File: src/rtl/saa_cfg_sequencer.sv
// saa_cfg_sequencer: power-up register loader for the SAA7111 video decoder.
//
// Walks an external (sub-address, data) table and issues one I2C byte-write per
// entry to the shared I2C byte master. Failed writes are retried. The block then
// reports done or error on the board LEDs.
//
// Ports:
//   clk, rst             system clock, synchronous active-high reset
//   start                one-cycle pulse, re-runs the sequence from DONE/ERROR
//   tbl_idx/sub/dat      table ROM index out, combinational entry contents in
//   i2c_req/dev/sub/wdat transaction request and payload to the I2C master
//   i2c_ack/nack         one-cycle completion pulses from the I2C master
//   busy, init_done      sequence in progress / all entries written
//   init_err, err_idx    an entry exhausted its retries, and which one
//   led                  {init_err, init_done}
//
// Optional build macro SAA_LOCK_POLL_EN adds i2c_rd/i2c_rdat. With it, the block
// polls the HLCK status bit (sub-address 0x1F, bit 6) after the last write and
// reports done only once the decoder reports horizontal lock.

module saa_cfg_sequencer #(
  parameter logic [6:0]  DEV_ADDR   = 7'h24,
  parameter int unsigned NUM_REGS   = 32,
  parameter int unsigned PWRUP_WAIT = 50000,
  parameter int unsigned GAP_CYC    = 64,
  parameter int unsigned MAX_RETRY  = 3,
  parameter int unsigned TIMEOUT    = 100000
) (
  input  logic       clk,
  input  logic       rst,
  input  logic       start,
  output logic [7:0] tbl_idx,
  input  logic [7:0] tbl_sub,
  input  logic [7:0] tbl_dat,
  output logic       i2c_req,
  output logic [6:0] i2c_dev,
  output logic [7:0] i2c_sub,
  output logic [7:0] i2c_wdat,
  input  logic       i2c_ack,
  input  logic       i2c_nack,
`ifdef SAA_LOCK_POLL_EN
  output logic       i2c_rd,
  input  logic [7:0] i2c_rdat,
`endif
  output logic       busy,
  output logic       init_done,
  output logic       init_err,
  output logic [7:0] err_idx,
  output logic [1:0] led
);

  localparam int unsigned CntTop0 = (PWRUP_WAIT > TIMEOUT) ? PWRUP_WAIT : TIMEOUT;
  localparam int unsigned CntTop  = (CntTop0 > GAP_CYC) ? CntTop0 : GAP_CYC;
  localparam int unsigned CntW    = $clog2(CntTop + 1);
  localparam logic [7:0]  LastIdx = 8'(NUM_REGS - 1);

  typedef enum logic [2:0] {
    StPwrup, StFetch, StIssue, StWait, StGap, StPoll, StDone, StError
  } state_e;

  state_e            state_q, state_d;
  state_e            nxt_q, nxt_d;     // where GAP goes once it expires
  logic [CntW-1:0]   cnt_q, cnt_d;
  logic [7:0]        idx_q, idx_d;
  logic [3:0]        retry_q, retry_d;
  logic [7:0]        sub_q, sub_d;
  logic [7:0]        wdat_q, wdat_d;
  logic [7:0]        err_q, err_d;
  logic              rd_q, rd_d;
  logic [7:0]        poll_q, poll_d;
  logic              hlck;
  logic              fail;

`ifdef SAA_LOCK_POLL_EN
  localparam bit PollEn = 1'b1;
  assign hlck   = i2c_rdat[6];
  assign i2c_rd = rd_q;
`else
  localparam bit PollEn = 1'b0;
  assign hlck = 1'b0;
`endif

  // Any completion other than a clean ack, or the request window expiring,
  // counts as a failed attempt.
  assign fail = i2c_nack || (cnt_q == CntW'(TIMEOUT - 1));

  always_comb begin
    state_d = state_q;
    nxt_d   = nxt_q;
    cnt_d   = cnt_q + 1'b1;
    idx_d   = idx_q;
    retry_d = retry_q;
    sub_d   = sub_q;
    wdat_d  = wdat_q;
    err_d   = err_q;
    rd_d    = rd_q;
    poll_d  = poll_q;

    unique case (state_q)
      StPwrup: if (cnt_q == CntW'(PWRUP_WAIT - 1)) state_d = StFetch;
      StFetch: begin
        sub_d   = tbl_sub;
        wdat_d  = tbl_dat;
        rd_d    = 1'b0;
        retry_d = '0;
        state_d = StIssue;
      end
      StPoll: begin
        sub_d   = 8'h1F;
        wdat_d  = 8'h00;
        rd_d    = 1'b1;
        retry_d = '0;
        state_d = StIssue;
      end
      StIssue: state_d = StWait;
      StWait: begin
        if (i2c_ack && !i2c_nack) begin
          if (rd_q) begin
            if (!hlck) begin
              state_d = StDone;
            end else if (poll_q == 8'd254) begin
              err_d   = 8'hFF;
              state_d = StError;
            end else begin
              poll_d  = poll_q + 8'd1;
              nxt_d   = StPoll;
              state_d = StGap;
            end
          end else if (idx_q == LastIdx) begin
            poll_d  = '0;
            state_d = PollEn ? StPoll : StDone;
          end else begin
            idx_d   = idx_q + 8'd1;
            nxt_d   = StFetch;
            state_d = StGap;
          end
        end else if (fail) begin
          retry_d = retry_q + 4'd1;
          if (retry_d == 4'(MAX_RETRY)) begin
            err_d   = idx_q;
            state_d = StError;
          end else begin
            nxt_d   = StIssue;
            state_d = StGap;
          end
        end
      end
      StGap: if (cnt_q == CntW'(GAP_CYC - 1)) state_d = nxt_q;
      StDone, StError: begin
        if (start) begin
          idx_d   = '0;
          err_d   = '0;
          poll_d  = '0;
          state_d = StPwrup;
        end
      end
    endcase

    // The counter restarts on each state change, except ISSUE->WAIT, so the
    // timeout window covers every cycle i2c_req is high.
    if (state_d != state_q && state_q != StIssue) cnt_d = '0;
  end

  always_ff @(posedge clk) begin
    if (rst) begin
      state_q <= StPwrup;
      nxt_q   <= StFetch;
      cnt_q   <= '0;
      idx_q   <= '0;
      retry_q <= '0;
      sub_q   <= '0;
      wdat_q  <= '0;
      err_q   <= '0;
      rd_q    <= 1'b0;
      poll_q  <= '0;
    end else begin
      state_q <= state_d;
      nxt_q   <= nxt_d;
      cnt_q   <= cnt_d;
      idx_q   <= idx_d;
      retry_q <= retry_d;
      sub_q   <= sub_d;
      wdat_q  <= wdat_d;
      err_q   <= err_d;
      rd_q    <= rd_d;
      poll_q  <= poll_d;
    end
  end

  assign tbl_idx   = idx_q;
  assign i2c_req   = (state_q == StIssue) || (state_q == StWait);
  assign i2c_dev   = DEV_ADDR;
  assign i2c_sub   = sub_q;
  assign i2c_wdat  = wdat_q;
  assign init_done = (state_q == StDone);
  assign init_err  = (state_q == StError);
  assign busy      = !(init_done || init_err);
  assign err_idx   = err_q;
  assign led       = {init_err, init_done};

endmodule

File: config.mk
export PLATFORM = sky130hd
export DESIGN_NAME = saa_cfg_sequencer
export DESIGN_NICKNAME = d
export VERILOG_FILES = /design/src/rtl/saa_cfg_sequencer.sv
export SDC_FILE = /design/constraint.sdc
export NUM_CORES = 1
export LEC_CHECK = 0
export BUFFER_PORTS_ARGS = -buffer_cell sky130_fd_sc_hd__buf_2
export CORE_MARGIN = 2
export CORE_UTILIZATION = 54
export CTS_BUF_LIST = sky130_fd_sc_hd__clkbuf_16
export CTS_CLUSTER_SIZE = 12
export DETAILED_ROUTE_END_ITERATION = 6
export PLACE_DENSITY = 0.91
export SETUP_SLACK_MARGIN = 0.2
export SLEW_MARGIN = 20
export SYNTH_ARGS = -nofsm -noshare
export SYNTH_HDL_FRONTEND = slang
export SYNTH_SLANG_ARGS = --single-unit
File: constraint.sdc
create_clock -name clk -period 2.93 [get_ports clk]
set_clock_uncertainty 0.2 [all_clocks]
set_input_delay 0.586 -clock clk [delete_from_list [all_inputs] [get_ports clk]]
set_output_delay 0.586 -clock clk [all_outputs]
set_load 0.01 [all_outputs]
==> impl_metrics.json <==
{
  "max_freq_mhz": 387,
  "min_to": "err_idx[3]",
  "r2r_end": "cnt_q[13]",
  "core-area_um2": 5140,
  "critPathLaunchType": "flip-flop",
  "place.gp.congestion": 0.869,
  "tightest_slew_ps": 641,
  "die_h_um": 77.3,
  "min_path_cells": 2,
  "synth_compound_area_share_pct": 13.7,
  "yosysTopAreaCellShare_pct": 40.7,
  "synth_top_area_cell": "dfxtp_1",
  "hold_buffers": 0,
  "path_cells": "or3_4 > or4_4 > o31ai_4 > a21boi_4 > or2_1 > nor2_2",
  "start_util_pct": 56.5,
  "synth_most_common_cell": "dfxtp_1",
  "crit_required_ps": 2930,
  "avgSynthCellArea_um2": 8.41,
  "synthAdderAreaFrac_pct": 1.72,
  "p_leak_nw": 1.46,
  "die_w_um": 77.3,
  "grt.total_usage_pct": 23.2,
  "drc": 0,
  "hold_path.class": "reg2reg",
  "antenna_cells_inserted": 0,
  "dieArea_um2": 5980,
  "fin_cells": 479,
  "outcome": "finished clean",
  "final.period_utilization_pct": 88.3,
  "dpl.hpwl_um": 4540,
  "numCtsBuffers": 9,
  "wl_um": 6870,
  "crit_path_max_incr_delay_ps": 580,
  "maxCapViolations": 0,
  "ys_top_cells_by_area": "dfxtp_1 (41%), nor2_1 (5.3%), a21oi_1 (4.8%)",
  "htree_levels": 3,
  "yosysWarnings": 0,
  "rsz0062_at_grt": "false",
  "area_growth_pct": 21.8,
  "rrSetupSlack_ps": 340,
  "root_buffer": "clkbuf_16",
  "cp_slowest_cell": "or4_4",
  "postCtsSetupRepairBufs": 0,
  "cts_sinks": 59,
  "ys_seq_elements": 59,
  "portBuffers": 58,
  "antenna_found_initial": 0,
  "critPathMaxFanout": 7,
  "synthXorXnorAreaFrac_pct": 6.04,
  "critPathKind": "reg2reg",
  "grt_max_degree": 31,
  "synth_top_family_by_area": "simple AND/OR/NAND/NOR gates",
  "reg2reg_depth": 6,
  "powerDensity_nw_per_um2": 580,
  "final_util_pct": 68.7,
  "endpoint_kind": "flip-flop",
  "setup_viol": 0,
  "netlist_area_um2": 2900,
  "wl_per_cell_um": 14.4,
  "cts_buffer_depth": 2,
  "synthFlopType": "dfxtp_1",
  "cts_tree": "done",
  "fillCellCount": 416,
  "synthTopCellsByCount": "dfxtp_1 (59), nor2_1 (41), a21oi_1 (28)",
  "initialDrtViolationCount": 125,
  "route.vias.total": 2674,
  "grt_pass1_vias": 2401,
  "max_slew_margin_pct": 57.0,
  "clk_latency_ps": 320,
  "drive_gt1_share_pct": 25.4,
  "synth_mux_area_share_pct": 0.345,
  "synthCells": 345,
  "cp.arrival_ps": 2590,
  "period_minus_slack_ps": 2590,
  "path_clk_slew_ps": 50,
  "grt_pass1_wl_um": 11000,
  "gr-total-overflow": 0,
  "finalMaxSlewViolations": 0,
  "io_pins": 66,
  "rows": 26,
  "firstDrtPassIters": 4,
  "dpl.cell_count": 462,
  "cts_resized": 0,
  "nNetsFinal": 429,
  "ys_types": 55,
  "final_antenna_net_count": 0,
  "vdd_drop_max_mv": 0.574,
  "via_per_inst": 5.58,
  "synthSimpleGateAreaFrac_pct": 31.9,
  "hold_start": "err_idx[3]",
  "hold_viol": 0,
  "r2r-start": "cnt_q[8]",
  "synth-edff-count": 0,
  "synthArstFlopShare_pct": 0,
  "ys_seq_area_share_pct": 40.7,
  "setup_tns_ps": 0
}
## per-stage QoR
stage | total power [W] | hold WS [ps] | area (um2) | worst slack, ps
detailed placement | 0.00105 | 256 | 3220 | 336
global placement | 0.00104 | 247 | 3220 | 433
finish | 0.00205 | 263 | 3530 | 343
floorplan | 0.000995 | 236 | 2920 | 575
global route | 0.00213 | 280 | 3530 | 214
CTS | 0.00206 | 266 | 3510 | 268
## worst max-delay path by stage
stage / from / endpoint / slack (ps) / cells past startpoint
6_report: cnt_q[8] / cnt_q[13] / 340 / 6
5_1_grt: retry_q[0] / cnt_q[0] / 210 / 7
4_1_cts: retry_q[0] / cnt_q[6] / 270 / 7
3_5_place_dp: retry_q[0] / cnt_q[6] / 340 / 7
3_3_place_gp: cnt_q[0] / cnt_q[0] / 430 / 7
2_1_floorplan: cnt_q[0] / cnt_q[14] / 570 / 7
## cells in the final DEF, fill, tap and decap left out, drive strengths merged, types with 6 or more instances in the layout
cell type	n
a21oi	29
and2	10
buf	64
clkbuf	9
conb	7
dfxtp	59
inv	9
nand2	22
nand3	21
nand4	6
nor2	49
nor3	19
nor3b	12
o21ai	8
or3	9
xnor2	15
## critical path, delay by kind of cell, from the launching register on
kind	cells	cell delay (ps)
compound gates	2	490
simple gates	4	1400
flops	1	370
## kinds of logic after synthesis
logic type | count (synthesis)
AO/OA/AOI/OAI | 59
XOR/XNOR | 20
adder cells (fa/ha/maj) | 4
buffers and inverters | 30
flip-flops | 59
multiplexers | 1
other | 2
AND/OR/NAND/NOR | 170
## metal layers
layer	GRT usage (%)	up-vias	wire length [um]
met4	8.75	0	93
met3	7.29	12	442
met2	38.4	108	3460
li1	-	1300	-
met1	28.1	1254	2880
met5	0	-	0
## state kept, by name, indices dropped and copies added (netlist names)
name	cells
tbl_idx	8
cnt_q	17
i2c_sub	8
retry_q	4
rd_q	1
state_q	3
i2c_wdat	8
err_idx	8
nxt_q	2
## report_power, final
part	switching, W	internal, W	total, W
Clock	0.000356	0.000653	0.00101
Sequential	0.0000212	0.000833	0.000854
Combinational	0.000111	0.0000744	0.000185
Total	0.000488	0.00156	0.00205
## final cells by class
cell class | count | area (um2) | area share, %
well taps | 70 | 87.6 | 2.48
clock inverters | 7 | 67.6 | 1.91
flip-flops and latches | 59 | 1180 | 33.4
inverters | 8 | 30.0 | 0.850
clock buffers | 9 | 225 | 6.37
repair buffers | 64 | 335 | 9.49
multi-input cells | 262 | 1610 | 45.5
Power figures use the tool's default switching activity.
